**src/rtl/vga_scanout.sv**
```systemverilog
// vga_scanout: fetches framebuffer bytes over a req/ack port into a prefetch FIFO and shifts them out as pixels
module vga_scanout #(
    parameter int H_TOTAL    = 800,
    parameter int V_TOTAL    = 525,
    parameter int H_START    = 64,
    parameter int H_ACTIVE   = 512,
    parameter int V_START    = 91,
    parameter int V_ACTIVE   = 342,
    parameter int BPP        = 1,
    parameter int FIFO_DEPTH = 4,
    parameter int LEAD       = 32,
    parameter int ADDR_W     = 15
) (
    input  logic              pixClock,
    input  logic              reset,
    input  logic [9:0]        hCount,
    input  logic [9:0]        vCount,
    input  logic [ADDR_W-1:0] vramBase,
    input  logic              invert,
    output logic              vramReq,
    output logic [ADDR_W-1:0] vramAddr,
    input  logic              vramAck,
    input  logic [7:0]        vramData,
    output logic [BPP-1:0]    pixOut,
    output logic              pixValid,
    output logic              underrun,
    input  logic              underrunClr
);
    localparam int PPB    = 8 / BPP;
    localparam int BPL    = H_ACTIVE * BPP / 8;
    localparam int AW     = $clog2(FIFO_DEPTH);
    localparam int FW     = $clog2(BPL + 1);
    localparam int H_END  = (H_START + H_ACTIVE < H_TOTAL) ? H_START + H_ACTIVE : H_TOTAL;
    localparam int V_END  = (V_START + V_ACTIVE < V_TOTAL) ? V_START + V_ACTIVE : V_TOTAL;
    localparam int H_OPEN = (H_START > LEAD) ? H_START - LEAD : 0;
    localparam logic [0:0] IDLE = 1'b0;
    localparam logic [0:0] REQ  = 1'b1;

    logic [0:0]        state_q, state_d;
    logic [ADDR_W-1:0] addr_q, addr_d, line_addr_q, line_addr_d;
    logic [FW-1:0]     fetch_idx_q, fetch_idx_d;
    logic              discard_q, discard_d;
    logic [1:0]        drop_q, drop_d;
    logic [7:0]        mem_q [FIFO_DEPTH];
    logic [AW-1:0]     wr_q, wr_d, rd_q, rd_d;
    logic [AW:0]       cnt_q, cnt_d;
    logic [7:0]        shift_q, shift_d, src;
    logic              blank_q, blank_d;
    logic [BPP-1:0]    pix_q, pix_d;
    logic              valid_q, valid_d, underrun_q, underrun_d;
    logic h_act, v_act, frame_start, line_end, fetch_open, ack, push, start_req, pop, pop_ok, drop_inc, drop_dec;

    assign h_act       = hCount >= 10'(H_START) && hCount < 10'(H_END);
    assign v_act       = vCount >= 10'(V_START) && vCount < 10'(V_END);
    assign frame_start = hCount == 10'd0 && vCount == 10'd0;
    assign line_end    = v_act && hCount == 10'(H_END);
    assign fetch_open  = v_act && hCount >= 10'(H_OPEN) && hCount < 10'(H_END);
    assign ack         = state_q == REQ && vramAck;
    // Stale (discarded) or skipped-slot data never lands; a flush in the same cycle also wins.
    assign push        = ack && !discard_q && drop_q == 2'd0 && !line_end;
    assign start_req   = state_q == IDLE && fetch_open && fetch_idx_q < FW'(BPL) && cnt_q < (AW+1)'(FIFO_DEPTH);
    assign pop         = v_act && h_act && ((hCount - 10'(H_START)) & 10'(PPB - 1)) == 10'd0;
    assign pop_ok      = pop && cnt_q != '0;
    // Each empty slot owes one byte that must be skipped to keep later slots address-aligned.
    assign drop_inc    = pop && !pop_ok && drop_q != 2'd3;
    assign drop_dec    = ack && !discard_q && drop_q != 2'd0;
    assign src         = pop ? (pop_ok ? mem_q[rd_q] : 8'd0) : shift_q;

    assign vramReq  = state_q == REQ;
    assign vramAddr = addr_q;
    assign pixOut   = pix_q;
    assign pixValid = valid_q;
    assign underrun = underrun_q;

    // Next-state for fetch FSM, FIFO pointers, shifter and status.
    always_comb begin
        state_d     = start_req ? REQ : (ack ? IDLE : state_q);
        addr_d      = start_req ? line_addr_q + ADDR_W'(fetch_idx_q) : addr_q;
        discard_d   = line_end ? (state_q == REQ && !vramAck) : (ack ? 1'b0 : discard_q);
        fetch_idx_d = line_end ? '0 : ((ack && !discard_q) ? fetch_idx_q + FW'(1) : fetch_idx_q);
        drop_d      = line_end ? 2'd0 : drop_q + {1'b0, drop_inc} - {1'b0, drop_dec};
        line_addr_d = frame_start ? vramBase : (line_end ? line_addr_q + ADDR_W'(BPL) : line_addr_q);
        cnt_d       = line_end ? '0 : cnt_q + (AW+1)'(push) - (AW+1)'(pop_ok);
        wr_d        = line_end ? '0 : wr_q + AW'(push);
        rd_d        = line_end ? '0 : rd_q + AW'(pop_ok);
        shift_d     = src << BPP;
        blank_d     = pop ? !pop_ok : blank_q;
        pix_d       = (h_act && v_act && !blank_d) ? src[7 -: BPP] ^ {BPP{invert}} : '0;
        valid_d     = h_act && v_act;
        underrun_d  = (pop && !pop_ok) ? 1'b1 : (underrunClr ? 1'b0 : underrun_q);
    end

    // FIFO storage needs no reset; occupancy is tracked by the pointers.
    always_ff @(posedge pixClock) begin
        if (push) mem_q[wr_q] <= vramData;
    end

    // State registers with synchronous reset.
    always_ff @(posedge pixClock) begin
        if (reset) begin
            state_q     <= IDLE;
            addr_q      <= '0;
            line_addr_q <= '0;
            fetch_idx_q <= '0;
            discard_q   <= 1'b0;
            drop_q      <= 2'd0;
            wr_q        <= '0;
            rd_q        <= '0;
            cnt_q       <= '0;
            shift_q     <= 8'd0;
            blank_q     <= 1'b0;
            pix_q       <= '0;
            valid_q     <= 1'b0;
            underrun_q  <= 1'b0;
        end else begin
            state_q     <= state_d;
            addr_q      <= addr_d;
            line_addr_q <= line_addr_d;
            fetch_idx_q <= fetch_idx_d;
            discard_q   <= discard_d;
            drop_q      <= drop_d;
            wr_q        <= wr_d;
            rd_q        <= rd_d;
            cnt_q       <= cnt_d;
            shift_q     <= shift_d;
            blank_q     <= blank_d;
            pix_q       <= pix_d;
            valid_q     <= valid_d;
            underrun_q  <= underrun_d;
        end
    end
endmodule

```
**config.mk**
```make
export PLATFORM = sky130hd
export DESIGN_NAME = vga_scanout
export DESIGN_NICKNAME = d
export VERILOG_FILES = /design/src/rtl/vga_scanout.sv
export SDC_FILE = /design/constraint.sdc
export NUM_CORES = 1
export LEC_CHECK = 0
export CORE_MARGIN = 2
export CORE_UTILIZATION = 43
export CTS_CLUSTER_SIZE = 14
export DETAILED_ROUTE_END_ITERATION = 16
export PLACE_DENSITY = 0.68
export SYNTH_ARGS = -nofsm -noshare
export SYNTH_HDL_FRONTEND = slang
export SYNTH_SLANG_ARGS = --single-unit
```
**constraint.sdc**
```tcl
create_clock -name pixClock -period 3.8 [get_ports pixClock]
set_input_delay 0.76 -clock pixClock [delete_from_list [all_inputs] [get_ports pixClock]]
set_output_delay 0.76 -clock pixClock [all_outputs]
set_load 0.03 [all_outputs]
```
==> metrics <==
port bufs=66; Final Instance Area=about 5300 sq um; die height=103 um; Primary FF master, synth=dfxtp_1; critical path arrival=around 3700 ps; Post-Place Worst Slack=-30.2 ps; number of H-tree levels=3; syn nets=~460; Die Wd=between 100 and 150 um; # IOs=67; number of gates resized after CTS=0; crit-path cells=clkdlybuf4s50_1 -> a2111oi_0 -> o21ai_1 -> and4b_1 -> or4b_1 -> ha_1 -> inv_1 -> ha_1 -> fa_1 -> xnor2_1 -> xnor2_1 -> nor2_1; Least-Margin Pin Slew=roughly 600 ps; WL met3=282 um; register area share after synthesis=50.9%; Startpoint Class=primary input; Overflow after GRT=0; routed wl met2=approximately 4300 um; final net count=536; Synth Area in Compound Gates=under 10%; critical path type=primary input to flop; pins over their slew limit=0; # rows=36; minimum clock period after layout=roughly 3500 ps; Critical-path top delay cell=or4b_1; Max Freq=slightly below 0.3 GHz; mapped cell area=~4200 sq um; total CTS buffers=9; ANT cells=0; Layout Area Growth over Synthesis=25.5%; placed standard-cell area=around 5000 sq um; Synth area leader=dfxtp_1; synthesized instance count=between 300 and 400; worst setup path start=vCount[5]; global placer's final weighted congestion=approximately 0.84; slowest stage delay, CP=510 ps; FF/Latch Area=2140 sq um; setup bufs post-CTS=0; maximum vdd drop=around 0.00025 V; CP required=about 4000 ps; layout cell share with drive strength beyond 1=roughly an eighth; Yosys cell types=51; Skew-Pair Late Insertion Delay=~350 ps; Reg2Reg Setup Slack=1300 ps; antenna violations before repair=0; fin util=54.8%; Avg WL per Cell=approximately 14 um; Leak=between 1.5 and 2 nW; Top Metal Used=met4; most numerous cell in the Yosys netlist=dfxtp_1; final setup fails=0; drt first pass iters=4; area of the multi-input gates=1940 sq um; Fillers=~900; Hold Crit Class=flop to flop; outcome=finished clean; largest family of logic cells by synthesized area=simple AND/OR/NAND/NOR gates; clk_skew=between 9 and 10 ps; relative slew slack=between 50% and 60%; Synth Area in Adders=between 5 and 6%; initial DRC count=70; total power=between 1.5 and 2 mW; largest net degree at the start of global routing=25; buffers plus inverters on the worst setup path=2; Fin. Hold Viols=0; Synth top area share=approximately 28%; share of flip-flops with an asynchronous set or reset=0%; Post-synth EDFFs=32; root buffer cell=clkbuf_8; Post-synth top cells=dfxtp_1, nor2_1, edfxtp_1, nand2_1, a21oi_1; GRT Total Usage=roughly 17%; starting density of the core=between 40% and 50%; CTS max path bufs=2; cts hold-fix bufs=0; Syn Area/Cell=between 10 and 15 sq um; Max Cap Viol=0; Synth Area in XOR/XNOR=approximately 6.2%; CTS tree=built; Crit Path Max Fanout=2; Routed Wire Length=8410 um; DRC Markers=0; number of global-route vias before repair=roughly 3000; via/cell ratio=5.04; DRT met1 WL=about 3800 um; Core ar.=about 9600 sq um; unrepaired setup endpoints after global routing=false; placed wire-length estimate=between 6000 and 7000 um; period utilization=around nine tenths; Yosys warnings=0; die area=about 11000 sq um; first-pass GRT wire length=14100 um; Top Family by Delay on Critical Path=adder cells; multiplexer area fraction after synthesis=6.42%; post-route setup slack=about 340 ps; reg2reg start=vramReq$_SDFFE_PP0P_; CP Capture Type=flop; number of synthesized register bits=between 90 and 100; Num Clock Sinks=91; power per cell area=roughly 340 nW/um^2; largest cells by area after synthesis=dfxtp_1, edfxtp_1, ha_1; hold path start=shift_q[5]$_SDFF_PP0_; Worst-path clk slew=90 ps; post-route ant nets=0; vias=just over 3000; Synth Area in Simple Gates=around 18%
-- through the flow --
step | std cells | hold slack, ps | setup TNS, ps
CTS | 609 | 448 | 0
detailed placement | 593 | 435 | -30.2
finish | 609 | 446 | 0
floorplan | 390 | 422 | 0
global route | 609 | 466 | 0
global placement | 593 | 433 | 0
-- registers in the layout, summed over array words and instances (netlist names), 2 cells and up --
signal / flops
cnt_q: 3
drop_q: 2
fetch_idx_q: 7
line_addr_q: 15
mem_q: 32
rd_q: 2
shift_q: 7
vramAddr: 15
wr_q: 2
-- where the power goes --
part | internal [mW] | switching [mW]
Combinational | 0.0909 | 0.0836
Clock | 0.240 | 0.342
Sequential | 1.02 | 0.00897
-- final timing paths --
kind | cells after the start | end
setup / recovery | 12 | cnt_q[2]$_SDFF_PP0_
hold / removal | 2 | shift_q[6]$_SDFF_PP0_
setup reg to reg | 10 | cnt_q[2]$_SDFF_PP0_
hold reg to reg | 2 | shift_q[6]$_SDFF_PP0_
-- cell usage in the layout (no fill, tap or decap), drive strengths merged, types with 2 or more instances in the layout --
| cell | Yosys | layout |
|---|---|---|
| a211oi | 18 | 18 |
| a21o | 2 | 2 |
| a21oi | 22 | 22 |
| and2 | 7 | 7 |
| and3 | 4 | 4 |
| buf | 7 | 21 |
| clkbuf | 10 | 9 |
| clkdlybuf4s50 | 0 | 66 |
| clkinv | 0 | 2 |
| clkinvlp | 0 | 3 |
| dfxtp | 59 | 59 |
| edfxtp | 32 | 32 |
| fa | 2 | 2 |
| ha | 15 | 15 |
| inv | 10 | 12 |
| mux2i | 9 | 9 |
| mux4 | 8 | 8 |
| nand2 | 33 | 33 |
| nand2b | 6 | 6 |
| nand3 | 14 | 14 |
| nand4 | 8 | 8 |
| nor2 | 48 | 48 |
| nor3 | 10 | 10 |
| nor4 | 2 | 2 |
| nor4bb | 2 | 2 |
| o2111ai | 3 | 3 |
| o211ai | 3 | 3 |
| o21a | 2 | 2 |
| o21ai | 5 | 5 |
| o31ai | 2 | 2 |
| or2 | 2 | 2 |
| or3 | 4 | 4 |
| or4 | 3 | 3 |
| xnor2 | 13 | 13 |
| xor2 | 17 | 17 |
-- layout make-up --
| type | instances | share of cell area (%) |
|---|---|---|
| Sequential cell | 91 | 40.6 |
| Multi-Input combinational cell | 272 | 36.8 |
| Timing Repair Buffer | 87 | 15.5 |
| Tap cell | 133 | 3.15 |
| Clock buffer | 9 | 2.35 |
| Clock inverter | 7 | 0.972 |
| Inverter | 10 | 0.711 |
-- routing by layer --
metal	GRT usage [%]	vias up
li1	-	1570
met1	20.4	1435
met2	31.0	56
met5	0	-
met3	3.80	8
met4	4.25	0
-- worst register-to-register path: cells and delay by family (launching register included) --
family,cells,cell delay (ps)
XOR/XNOR,2,300
adder cells (fa/ha/maj),3,890
buffers and inverters,1,40
flip-flops,1,420
AND/OR/NAND/NOR,4,740
-- kinds of logic (layout without fill, tap and decap cells) --
group | Yosys count | count (layout)
adder cells (fa/ha/maj) | 17 | 17
AO/OA/AOI/OAI | 58 | 58
multiplexers | 17 | 17
flip-flops | 91 | 91
XOR/XNOR | 30 | 30
buffers and inverters | 27 | 113
AND/OR/NAND/NOR | 150 | 150
Power figures use the tool's default switching activity.
